[src/rtl/fsm_chk_log_fifo.sv]
// Error-log FIFO: first-word-fall-through head, synchronous flush, push accepted
// when full only if a pop happens in the same cycle. DEPTH must be a power of two >= 2.
module fsm_chk_log_fifo #(
    parameter int DEPTH = 4,
    parameter int WIDTH = 16
) (
    input  logic             clk,
    input  logic             reset,
    input  logic             flush,
    input  logic             push,
    input  logic [WIDTH-1:0] push_data,
    input  logic             pop,
    output logic [WIDTH-1:0] head,
    output logic             full,
    output logic             empty
);

    localparam int AW = $clog2(DEPTH);

    logic [WIDTH-1:0] mem_q [DEPTH];
    logic [AW:0]      wr_ptr_q, wr_ptr_d;
    logic [AW:0]      rd_ptr_q, rd_ptr_d;
    logic             wr_en, rd_en;

    assign empty = (wr_ptr_q == rd_ptr_q);
    assign full  = (wr_ptr_q[AW] != rd_ptr_q[AW]) &&
                   (wr_ptr_q[AW-1:0] == rd_ptr_q[AW-1:0]);

    assign rd_en = pop && !empty;
    assign wr_en = push && (!full || rd_en);
    assign head  = mem_q[rd_ptr_q[AW-1:0]];

    always_comb begin
        wr_ptr_d = wr_ptr_q;
        rd_ptr_d = rd_ptr_q;
        if (flush) begin
            wr_ptr_d = '0;
            rd_ptr_d = '0;
        end else begin
            if (wr_en) wr_ptr_d = wr_ptr_q + 1'b1;
            if (rd_en) rd_ptr_d = rd_ptr_q + 1'b1;
        end
    end

    always_ff @(posedge clk or negedge reset) begin
        if (!reset) begin
            wr_ptr_q <= '0;
            rd_ptr_q <= '0;
        end else begin
            wr_ptr_q <= wr_ptr_d;
            rd_ptr_q <= rd_ptr_d;
        end
    end

    // Storage needs no reset: the head is only observed while non-empty.
    always_ff @(posedge clk) begin
        if (wr_en && !flush) mem_q[wr_ptr_q[AW-1:0]] <= push_data;
    end

endmodule

[config.mk]
export PLATFORM = sky130hd
export DESIGN_NAME = fsm_chk_log_fifo
export DESIGN_NICKNAME = d
export VERILOG_FILES = /design/src/rtl/fsm_chk_log_fifo.sv
export SDC_FILE = /design/constraint.sdc
export NUM_CORES = 1
export LEC_CHECK = 0
export BUFFER_PORTS_ARGS = -buffer_cell sky130_fd_sc_hd__buf_2
export CAP_MARGIN = 20
export CORE_UTILIZATION = 50
export CTS_CLUSTER_SIZE = 10
export DETAILED_ROUTE_END_ITERATION = 6
export PLACE_DENSITY = 0.74
export REMOVE_ABC_BUFFERS = 1
export SLEW_MARGIN = 40
export SYNTH_ARGS = -nofsm -noshare
export SYNTH_HDL_FRONTEND = slang
export SYNTH_SLANG_ARGS = --single-unit
[constraint.sdc]
create_clock -name clk -period 1.9 [get_ports clk]
set_input_delay 0.095 -clock clk [delete_from_list [all_inputs] [get_ports clk]]
set_output_delay 0.095 -clock clk [all_outputs]
set_load 0.1 [all_outputs]
==> run_results.csv <==
group,metric,value,unit
status,status,"finished, final reports clean",
drt,vias,1533,
run,drv_cap,0,
finish,fill_cells,376,
grt,first_global_vias,1657,
floorplan,die-area,0.00607,mm^2
cts,path_clk_slew,70,ps
power_and_ir_drop,power_density,1160,mW/mm^2
grt,grt_first_pass_wirelength,8.42,mm
synthesis,synth_area_leaders,"edfxtp_1, mux4_2, dfrtp_1, ha_1, xnor2_4",
cts,cts_tree,"done",
drt,antenna_left,0,
sta,final.setup.tns,0,ps
synthesis,syn_area_per_cell,20.7,um^2
cts,h-tree-depth,3,
worst_hold_path,hp-class,"input port to async pin",
synthesis,synth_cells,139,
cts,clock_sinks,70,
floorplan,rows,27,
grt,gr-usage-all-layers,19.5,%
finish,drive_above_1_share,40.6,%
placed_design,port_buffers,38,
sta,finalCritPeriodShare,97.9,%
drt,wl_per_cell,18.4,um
synthesis,synth-seq-area-share,71.9,%
sta,finalHoldViolations,0,
placed_design,dp_slack,188,ps
sta,max_freq,537,MHz
placed_design,hpwlAfterDp,3.39,mm
cts,clockBufferDepth,2,
sta,min_period,1860,ps
synthesis,synth_area,0.00288,mm^2
drt,via_per_inst,5.27,
drt,first_pass_iters,5,
synthesis,synth_top_area_cell,"edfxtp_1",
power_and_ir_drop,ir_drop,0.000657,V
worst_setup_path,path_class,"flop to primary output",
worst_setup_path,critPathArrivalTime,1770,ps
drt,dr.first_iter.drc_count,75,
finish,diodes,0,
worst_setup_path,cp_max_fo,7,
synthesis,yosys_warnings,0,
sta,worst_slack,39.5,ps
worst_setup_path,critPathRequiredTime,1800,ps
cts,clk_latency,340,ps
sta,relSlewSlack,73.9,%
sta,rsz0062_at_grt,"true",
sta,setup-violations-final,0,
floorplan,start_util,52.0,%
floorplan,die_h,77.9,um
floorplan,core,0.00554,mm^2
drt,route.detailed.drc,0,
synthesis,synth_top_cell_area_share,66.7,%
sta,drv_slew,0,
drt,wl,5.35,mm
power_and_ir_drop,power.leakage,1.39,nW
sta,worst_pin_slew,389,ps
floorplan,io_pins,39,
placed_design,place.gp.congestion,0.774,
finish,synthToLayoutAreaGrowth,32.5,%
grt,grt-ovfl-total,0,
synthesis,synth_cell_type_count,30,
power_and_ir_drop,finalPower,4.43,mW
cts,root_buffer,"clkbuf_8",
worst_setup_path,end_kind,"primary output",
floorplan,fp.dieW,77.9,um
worst_setup_path,start_kind,"flop",
sta,final.setup_skew,6.95,ps
cts,cts_buffers,9,
worst_setup_path,ff2ff_path_depth,4,
finish,nNetsFinal,240,
grt,grt_max_degree,19,
grt,antenna_found_initial,0,
synthesis,ys_ff_latch,70,
kinds of logic after synthesis:
group                      after synthesis  share of synthesized area, %
AOI/OAI and AO/OA                        6                          2.00
xor gates and xnor gates                 4                          2.78
adders and majority gates                5                          2.17
buffers and inverters                   10                          2.00
DFF                                     70                          71.9
muxes                                   21                          14.6
and+or+nand+nor                         23                          4.56
synthesized netlist by cell type:
cell type	instances
a41oi_2	1
or2b_1	1
mux2i_1	2
xnor2_1	1
nand3b_1	1
a31oi_2	1
mux2_4	1
xnor2_4	2
buf_6	2
inv_1	5
mux2_1	2
ha_1	5
nand4_1	1
nand2b_1	4
a41oi_1	2
buf_4	1
mux4_1	1
edfxtp_1	64
a31oi_1	1
mux4_2	15
clkbuf_1	1
nand2_1	2
and2_1	4
nor2b_1	3
nor2_1	6
dfrtp_1	6
nand4bb_1	1
buf_2	1
o21ai_0	1
xor2_2	1
what timing repair did:
action                     in CTS  in global routing
cloned                          0                  1
buffers inserted                0                  0
resized for setup              18                 15
setup endpoints to repair      16                  9
hold endpoints to repair       70                  0
hold buffers                   17                  0
registers in the layout (all words and copies together) (netlist names):
signal    flops
rd_ptr_q      3
mem_q        64
wr_ptr_q      3
area by class of cell:
cell class | count | area [um^2] | area share, %
Sequential cell | 70 | 2070 | 54.3
Multi-Input combinational cell | 59 | 753 | 19.7
Timing Repair Buffer | 69 | 651 | 17.0
Clock buffer | 13 | 169 | 4.42
Tap cell | 72 | 90.1 | 2.36
Clock inverter | 3 | 65.1 | 1.70
Inverter | 5 | 18.8 | 0.491
metal layers:
metal | track usage [%] | up-vias | part of all wire, %
li1 | - | 706 | -
met2 | 34.1 | 44 | 54
met4 | 8.70 | 0 | 1.0
met1 | 22.8 | 775 | 41
met3 | 4.82 | 8 | 4.0
met5 | 0 | - | 0
stage by stage:
stage / hold WS, ps / std cells / util (%) / area (um^2)
2_1_floorplan: -201 / 134 / - / 2840
3_3_place_gp: -74.0 / 257 / 59.4 / 3290
3_5_place_dp: -67.5 / 257 / 59.4 / 3290
4_1_cts: 94.8 / 290 / 67.5 / 3740
5_1_grt: 112 / 291 / 68.9 / 3820
6_report: 106 / 291 / 68.9 / 3820
worst max-delay path, stage by stage, from the launching register on:
cell,delay (ps)
dfrtp_2,490
buf_12,170
mux4_1,560
buf_6,200
report_power, final:
part | switching [mW] | internal (mW)
Combinational | 0.842 | 0.449
Clock | 0.522 | 0.845
Sequential | 0.0381 | 1.73
placed cells by master, fill, tap and decap left out, drive strengths merged, types with 2 or more instances in the layout:
master / count
nand2: 2
nand2b: 4
ha: 5
buf: 51
mux2i: 2
edfxtp: 64
mux4: 16
nor2: 6
dfrtp: 6
inv: 5
a41oi: 3
mux2: 3
clkbuf: 14
bufinv: 2
nor2b: 3
and2: 4
a31oi: 2
xnor2: 3
dlygate4sd3: 17
path summary, 6_finish.rpt:
path                        startpoint            to  slack (ps)
max                        rd_ptr_q[0]       head[1]          40
min                              reset   wr_ptr_q[1]         110
max reg2reg                rd_ptr_q[2]  mem_q[3][14]         180
min reg2reg                wr_ptr_q[2]   wr_ptr_q[2]         700
max in group asynchronous        reset   rd_ptr_q[0]        1620
min in group clk                  push   wr_ptr_q[1]         140
Note: power is estimated with default switching activity, not from simulation.
